`config.mk`:
```
export PLATFORM = sky130hd
export DESIGN_NAME = vanilla_long_op_sequencer
export DESIGN_NICKNAME = d
export VERILOG_FILES = /design/src/rtl/bsg_vanilla_pkg.sv /design/src/rtl/vanilla_long_op_sequencer.sv
export SDC_FILE = /design/constraint.sdc
export NUM_CORES = 1
export LEC_CHECK = 0
export ABC_CLOCK_PERIOD_IN_PS = 2500
export CAP_MARGIN = 20
export CORE_ASPECT_RATIO = 1.4
export CORE_MARGIN = 2
export CORE_UTILIZATION = 41
export DETAILED_ROUTE_END_ITERATION = 7
export GPL_TIMING_DRIVEN = 0
export HOLD_SLACK_MARGIN = 0.05
export PLACE_DENSITY = 0.81
export SYNTH_ARGS = -nofsm -noshare
export SYNTH_HDL_FRONTEND = slang
export SYNTH_SLANG_ARGS = --single-unit
```
`constraint.sdc`:
```
create_clock -name clk_i -period 2.5 [get_ports clk_i]
set_input_delay 0.5 -clock clk_i [delete_from_list [all_inputs] [get_ports clk_i]]
set_output_delay 0.5 -clock clk_i [all_outputs]
set_load 0.02 [all_outputs]
```
`src/rtl/bsg_vanilla_pkg.sv`:
```
// Shared types for the vanilla core's long-latency (divide/sqrt) sequencer.
package bsg_vanilla_pkg;

    typedef enum logic [1:0] {eDIV, eDIVU, eREM, eREMU} idiv_op_e;

    typedef enum logic [1:0] {IDLE, ISSUE, WAIT, WB} long_op_state_e;

    localparam int long_op_rd_width_gp = 5;

    // Identity of the single in-flight long op; op is idiv_op_e for int, {0,sqrt} for fp.
    typedef struct packed {
        logic                           fp;
        logic [1:0]                     op;
        logic [long_op_rd_width_gp-1:0] rd;
    } long_op_tag_s;

endpackage

```
`src/rtl/vanilla_long_op_sequencer.sv`:
```
// Arbitrates the int and FP pipes onto one iterative divide unit, tracks the
// single in-flight destination for ID hazard detection and returns the result.
module vanilla_long_op_sequencer
    import bsg_vanilla_pkg::*;
#(
    parameter int data_width_p     = 32,
    parameter int reg_addr_width_p = long_op_rd_width_gp
) (
    input  logic                        clk_i,
    input  logic                        reset_n_i,

    input  logic                        int_v_i,
    input  idiv_op_e                    int_op_i,
    input  logic [reg_addr_width_p-1:0] int_rd_i,
    output logic                        int_ready_o,

    input  logic                        fp_v_i,
    input  logic                        fp_sqrt_i,
    input  logic [reg_addr_width_p-1:0] fp_rd_i,
    output logic                        fp_ready_o,

    input  logic                        flush_i,

    output logic                        unit_v_o,
    output logic                        unit_fp_o,
    output logic [1:0]                  unit_op_o,
    input  logic                        unit_ready_i,
    input  logic                        unit_v_i,
    input  logic [data_width_p-1:0]     unit_data_i,
    output logic                        unit_yumi_o,

    output logic                        int_wb_v_o,
    output logic                        fp_wb_v_o,
    output logic [reg_addr_width_p-1:0] wb_rd_o,
    output logic [data_width_p-1:0]     wb_data_o,
    input  logic                        int_wb_yumi_i,
    input  logic                        fp_wb_yumi_i,

    input  logic [reg_addr_width_p-1:0] id_rs1_i,
    input  logic [reg_addr_width_p-1:0] id_rs2_i,
    input  logic [reg_addr_width_p-1:0] id_rd_i,
    input  logic                        id_fp_i,
    output logic                        hazard_o
);

    long_op_state_e          state_r, state_n;
    long_op_tag_s            tag_r, tag_n;
    logic [data_width_p-1:0] data_r;
    logic                    squash_r, squash_n;
    logic                    last_fp_r;
    logic                    accept;
    logic                    capture;

    // Round-robin: on a tie the pipe that was not granted last time wins.
    logic grant_fp, grant_int;
    assign grant_fp  = fp_v_i & (~int_v_i | ~last_fp_r);
    assign grant_int = int_v_i & ~grant_fp;

    // NOTE: every signal written below gets a default first so no path can infer a latch.
    always_comb begin
        state_n     = state_r;
        tag_n       = tag_r;
        squash_n    = squash_r;
        accept      = 1'b0;
        capture     = 1'b0;
        int_ready_o = 1'b0;
        fp_ready_o  = 1'b0;
        unit_v_o    = 1'b0;
        unit_yumi_o = 1'b0;
        int_wb_v_o  = 1'b0;
        fp_wb_v_o   = 1'b0;

        unique case (state_r)
            IDLE: begin
                if (!flush_i) begin
                    int_ready_o = grant_int;
                    fp_ready_o  = grant_fp;
                    if (grant_int | grant_fp) begin
                        accept   = 1'b1;
                        tag_n.fp = grant_fp;
                        tag_n.op = grant_fp ? {1'b0, fp_sqrt_i} : int_op_i;
                        tag_n.rd = grant_fp ? fp_rd_i : int_rd_i;
                        squash_n = 1'b0;
                        state_n  = ISSUE;
                    end
                end
            end
            ISSUE: begin
                unit_v_o = 1'b1;
                if (unit_ready_i) begin
                    // The unit has the op; a coincident flush can only mark it for dropping.
                    squash_n = flush_i;
                    state_n  = WAIT;
                end else if (flush_i) begin
                    state_n = IDLE;
                end
            end
            WAIT: begin
                unit_yumi_o = unit_v_i;
                if (flush_i) squash_n = 1'b1;
                if (unit_v_i) begin
                    if (squash_r | flush_i) begin
                        state_n = IDLE;
                    end else begin
                        capture = 1'b1;
                        state_n = WB;
                    end
                end
            end
            WB: begin
                // Flush is ignored here: the result is architecturally owed.
                int_wb_v_o = ~tag_r.fp;
                fp_wb_v_o  = tag_r.fp;
                if ((tag_r.fp & fp_wb_yumi_i) | (~tag_r.fp & int_wb_yumi_i))
                    state_n = IDLE;
            end
            default: state_n = IDLE;
        endcase
    end

    // NOTE: sequential state uses non-blocking assignments so all flops update together.
    always_ff @(posedge clk_i or negedge reset_n_i) begin
        if (!reset_n_i) begin
            state_r   <= IDLE;
            tag_r     <= '0;
            data_r    <= '0;
            squash_r  <= 1'b0;
            last_fp_r <= 1'b1;
        end else begin
            state_r  <= state_n;
            tag_r    <= tag_n;
            squash_r <= squash_n;
            if (accept)  last_fp_r <= grant_fp;
            if (capture) data_r    <= unit_data_i;
        end
    end

    assign unit_fp_o = (state_r == ISSUE) & tag_r.fp;
    assign unit_op_o = (state_r == ISSUE) ? tag_r.op : 2'b00;
    assign wb_rd_o   = (state_r == WB) ? tag_r.rd : '0;
    assign wb_data_o = (state_r == WB) ? data_r : '0;

    // Integer x0 is never written, so it cannot be a true dependency.
    logic pending, rd_match, x0_dest;
    assign pending  = (state_r != IDLE) & ~squash_r;
    assign rd_match = (id_rs1_i == tag_r.rd) | (id_rs2_i == tag_r.rd) | (id_rd_i == tag_r.rd);
    assign x0_dest  = ~tag_r.fp & (tag_r.rd == '0);
    assign hazard_o = pending & (id_fp_i == tag_r.fp) & rd_match & ~x0_dest;

    a_unit_v_only_in_wait: assert property (
        @(posedge clk_i) disable iff (!reset_n_i) unit_v_i |-> (state_r == WAIT)
    );

endmodule

```
# Word level (Yosys, flattened, before mapping)
# Cells that the tools add are included.
classes:
  eq_ne: 14
  bitwise_logic: 23
  reduce_logical: 7
  n_mux: 32
op_table:
  columns: ["op", "n"]
  rows:
  - ["2-to-1 mux 32 bit", 1]
  - ["2-to-1 mux 1 bit", 18]
  - ["2-to-1 mux 2 bit", 9]
  - ["equality test 5 bit", 3]
  - ["inequality test 2 bit, second input constant", 6]
  - ["AND 1 bit", 10]
  - ["2-to-1 mux 5 bit", 2]
  - ["AND reduction 5 bit", 2]
  - ["one-hot mux 2 bit (4 select lines)", 1]
  - ["NOT 1 bit", 7]
  - ["bitwise OR 1 bit", 6]
  - ["logical NOT 5 bit", 1]
  - ["equality test 2 bit, second input constant", 2]
  - ["inequality test 3 bit, second input constant", 1]
  - ["one-hot mux 1 bit (3 select lines)", 1]
  - ["AND reduction 3 bit", 1]
  - ["nonzero test 3 bit", 1]
  - ["equality test 2 x 1 -> 1 bit, second input constant", 1]
  - ["logical NOT 2 bit", 1]
  - ["nonzero test 2 bit", 1]
  - ["equality test 1 bit", 1]
word_totals:
  word_cells: 83
  out_inout_bits: 47
  regBits: 44
  in_bits: 70

# Logic depth before layout (Yosys ltp)
logic_depth:
  ltp_word: 9
  depth_mapped: 7
  mapped_depth_nobuf: 6

# Least setup slack after synthesis
# Ideal clock, no wire load.
synth_timing:
  kind: "register to output"
  startpoint: "register tag_r[3] (netlist bit)"
  endpoint: "output hazard_o"
  n_path_buf: 1
  stages_incl_launch_ff: 6
  path_slack_ns: 0.654
  t_required_ns: 2.000
  t_arrival_ns: 1.346
  path_cell_list: "dfrtp_1 clkbuf_1 xor2_1 nor3_1 nand3_1 a31oi_1"
synth_between:
  elab_chain_len: 5
  elab_cells_between_ends: 10
  classes_between: "eq/ne: 3; bitwise: 6; reduce/logical: 1"
synth_rtl:
  columns: ["element", "line", "text"]
  rows:
  - ["start, declared", "vanilla_long_op_sequencer.sv:47", "long_op_tag_s tag_r, tag_n;"]
  - ["start signal, assigned", "vanilla_long_op_sequencer.sv:131", "tag_r <= tag_n;"]
  - ["equality test 5 bit", "vanilla_long_op_sequencer.sv:146", "assign rd_match = (id_rs1_i == tag_r.rd) | (id_rs2_i == tag_r.rd) | (id_rd_i == tag_r.rd);"]
  - ["bitwise OR 1 bit (2 in a row)", "vanilla_long_op_sequencer.sv:146", null]
  - ["AND 1 bit", "vanilla_long_op_sequencer.sv:148", "assign hazard_o = pending & (id_fp_i == tag_r.fp) & rd_match & ~x0_dest;"]
  - ["AND 1 bit *", "vanilla_long_op_sequencer.sv:148", null]
  - ["end, declared", "vanilla_long_op_sequencer.sv:43", "output logic hazard_o"]
# Every way passes the cells marked *; elsewhere a longest branch is shown, timed or not.

# Worst setup path in the final report
layout_timing:
  startpoint: "input fp_v_i"
  endpoint: "output fp_ready_o"
layout_between:
  elab_chain_len: 3
layout_rtl:
  columns: ["element", "line", "text"]
  rows:
  - ["start, declared", "vanilla_long_op_sequencer.sv:17", "input logic fp_v_i,"]
  - ["AND 1 bit", "vanilla_long_op_sequencer.sv:56", "assign grant_fp = fp_v_i & (~int_v_i | ~last_fp_r);"]
  - ["2-to-1 mux 1 bit", "vanilla_long_op_sequencer.sv:75", "if (!flush_i) begin"]
  - ["2-to-1 mux 1 bit", "vanilla_long_op_sequencer.sv:73", "unique case (state_r)"]
  - ["end, declared", "vanilla_long_op_sequencer.sv:20", "output logic fp_ready_o,"]
# Every way passes these cells.

==> results.yml <==
global_route:
  antenna_found_initial: 0
  grt-ovfl-total: 0
  grtUsageTotal: 0.185
  grt_max_degree: 24
  grt_pass1_vias: 1976
  grt_pass1_wl_um: 8970
floorplan:
  die_h_um: 94.5
  num_rows: 33
  dieArea_sq_um: 6490
  start_util: 0.418
  core_area_sq_um: 5740
  die_w_um: 68.7
  io_pins: 117
routing:
  drtIter0Drc: 78
  vias: 1958
  vias_per_cell: 4.78
  ant_nets: 0
  drc_errors: 0
  wl_um: 5990
  avgRoutedWirePerCell_um: 14.6
  dr.pass1.iters: 4
final_layout:
  drive_gt1_frac: 0.106
  finalCoreUtilization: 0.655
  nets: 414
  final_common_cell: "clkdlybuf4s50_1"
  layout_common_cells: "clkdlybuf4s50_1 (78), and2_1 (42), dfrtp_1 (39)"
  syn_to_final_growth_pct: 56.6
  n_antenna_cell: 0
critical_path:
  r2r_start: "state_r[0]"
  cp-end-kind: "output port"
  critPathArrivalTime_ns: 1.89
  reg2reg_slack_ns: 0.45
  reg2regPathDepth: 7
  slowest_delay_ns: 0.50
  critPathSlowestCell: "clkdlybuf4s50_1"
  timing.rr.end: "data_r[14]"
  start_kind: "input port"
  path_class: "in2out"
  critPathRequiredTime_ns: 2.00
  crit_chain: "clkdlybuf4s50_1 -> a21boi_1 -> clkbuf_4 -> and2_1 -> dlygate4sd2_1"
  crit_fanout: 8
clock_network:
  clock_tree.root_cell: "clkbuf_8"
  cts_tree: "built"
  htree_levels: 2
  insertion_delay_ns: 0.29
  clk_pin_slew_ns: 0.08
  cts.sinks: 44
  hold_buffers: 0
  clk_path_buf_depth: 2
  cts_buffers: 5
timing:
  worst_slew_pin_slew_ns: 0.547
  rsz0062_at_grt: "no"
  min_period_ns: 2.39
  finalMaxSlewViolations: 0
  setup_slack_ns: 0.105
  max_freq_mhz: 418
  final.period_utilization: 0.958
  fin_skew_ns: 0.00799
  finalSetupViolCount: 0
  hold_viol: 0
  slew_headroom: 0.635
yosys:
  yosysWarnings: 0
  syn_avg_cell_area_sq_um: 11.0
  syn-cell-area_sq_um: 2400
  syn_inst: 218
  synth-seq-cells: 44
  yosysUniqueCellTypes: 36
  ys_seq_area_frac: 0.459
  syn-num-nets: 293
pwr:
  finalPower_mw: 3.05
  ir_drop_uv: 580
  power.leakage_nw: 1.88
  powerDensity_nw_per_um2: 811
placed_design:
  pre_cts_ws_ns: -0.210
  place_congestion: 0.749
  port_buffers: 116
  hpwl_um: 4700
status:
  status: "finished, final reports clean"
flow_run:
  cap_violations: 0
worst_hold_path:
  hp-class: "in2async"
==> area by class of cell <==
cell class / count / area (sq um)
Tap cell: 70 / 87.6
Fill cell: 504 / 1980
Multi-Input combinational cell: 153 / 1210
Sequential cell: 44 / 1110
Buffer: 10 / 65.1
Clock inverter: 2 / 35.0
Inverter: 6 / 22.5
Clock buffer: 6 / 72.6
Timing Repair Buffer: 119 / 1160
==> worst max path at each step <==
| stage | startpoint | to | slack [ns] | cells past startpoint |
|---|---|---|---|---|
| detailed placement | fp_v_i | fp_ready_o | -0.21 | 5 |
| global placement | reset_n_i | data_r[1] | -0.28 | 1 |
| finish | fp_v_i | fp_ready_o | 0.11 | 5 |
| floorplan | tag_r[3] | hazard_o | 0.65 | 5 |
| CTS | state_r[0] | int_ready_o | 0.01 | 6 |
| global route | state_r[0] | wb_data_o[28] | 0.007 | 4 |
==> cell families (layout without fill, tap and decap cells) <==
logic type	Yosys count	in the layout	share of synthesized area
adders and majority gates	5	5	0.0261
and+or+nand+nor	73	73	0.179
buffers and inverters	21	143	0.0391
AOI/OAI and AO/OA	19	19	0.0521
xor gates and xnor gates	15	15	0.0547
muxes	41	41	0.190
DFF	44	44	0.459
==> flip-flops by register name, indices dropped and copies added, names as in the netlist <==
name,flops
last_fp_r,1
squash_r,1
tag_r,8
state_r,2
data_r,32
==> cells in the mapped netlist <==
| master | n | area (sq um) |
|---|---|---|
| mux2_4 | 1 | 15.0 |
| and2b_1 | 1 | 7.51 |
| nand3_1 | 3 | 15.0 |
| or4_1 | 1 | 7.51 |
| and2_2 | 1 | 7.51 |
| a21o_2 | 1 | 8.76 |
| o22ai_1 | 1 | 6.26 |
| nor2b_4 | 1 | 13.8 |
| inv_1 | 6 | 22.5 |
| a31oi_1 | 1 | 6.26 |
| o21ai_0 | 1 | 5.00 |
| a21boi_1 | 1 | 7.51 |
| mux2_1 | 33 | 372 |
| dfrtp_1 | 43 | 1080 |
| ha_1 | 5 | 62.6 |
| buf_2 | 3 | 15.0 |
| a21oi_1 | 8 | 40.0 |
| and2_1 | 42 | 263 |
| nor3b_2 | 1 | 12.5 |
| clkbuf_1 | 9 | 33.8 |
| dfstp_2 | 1 | 26.3 |
| o21ai_1 | 1 | 5.00 |
| nand2_1 | 5 | 18.8 |
| nor3_1 | 3 | 15.0 |
| xor2_1 | 9 | 78.8 |
| a2111oi_1 | 1 | 10.0 |
| o21a_1 | 1 | 7.51 |
| xnor2_1 | 6 | 52.6 |
| a211o_1 | 1 | 8.76 |
| nor2_1 | 11 | 41.3 |
| a2111o_1 | 1 | 11.3 |
| nor2b_2 | 1 | 8.76 |
| mux2i_1 | 7 | 70.1 |
| nor2b_1 | 3 | 18.8 |
| a22o_1 | 1 | 8.76 |
| buf_4 | 3 | 22.5 |
==> critical path: cells and delay by family <==
| family | cells | cell delay, ns |
|---|---|---|
| AO/OA/AOI/OAI | 1 | 0.16 |
| AND/OR/NAND/NOR | 1 | 0.17 |
| buffers and inverters | 3 | 1.07 |
==> metrics by stage <==
stage                     std cells  setup TNS (ns)  hold slack, ns  area [sq um]
after detailed placement        405           -2.50           0.467          3670
after floorplan                 218               0           0.204          2400
after global placement          404          -14.31           0.459          3650
final                           410               0           0.188          3760
after CTS                       410               0           0.196          3740
after global routing            410               0           0.217          3760
==> layer usage <==
| layer | global-route usage | up-vias | part of all wire |
|---|---|---|---|
| li1 | - | 956 | - |
| met5 | 0 | - | 0 |
| met2 | 0.337 | 61 | 0.54 |
| met1 | 0.203 | 933 | 0.38 |
| met3 | 0.0310 | 8 | 0.055 |
| met4 | 0.0750 | 0 | 0.019 |
==> where the power goes <==
group / internal (mW) / leakage (nW) / switching [mW]
Combinational: 0.694 / 1.28 / 0.600
Clock: 0.297 / 0.0552 / 0.234
Sequential: 1.02 / 0.548 / 0.205
==> what timing repair did <==
item / CTS / global route
endpoints found under the setup margin: 40 / 11
gates cloned: 0 / 0
resized for setup: 40 / 15
setup buffers: 0 / 2
pin swaps: 0 / 0
Power figures use the tool's default switching activity.
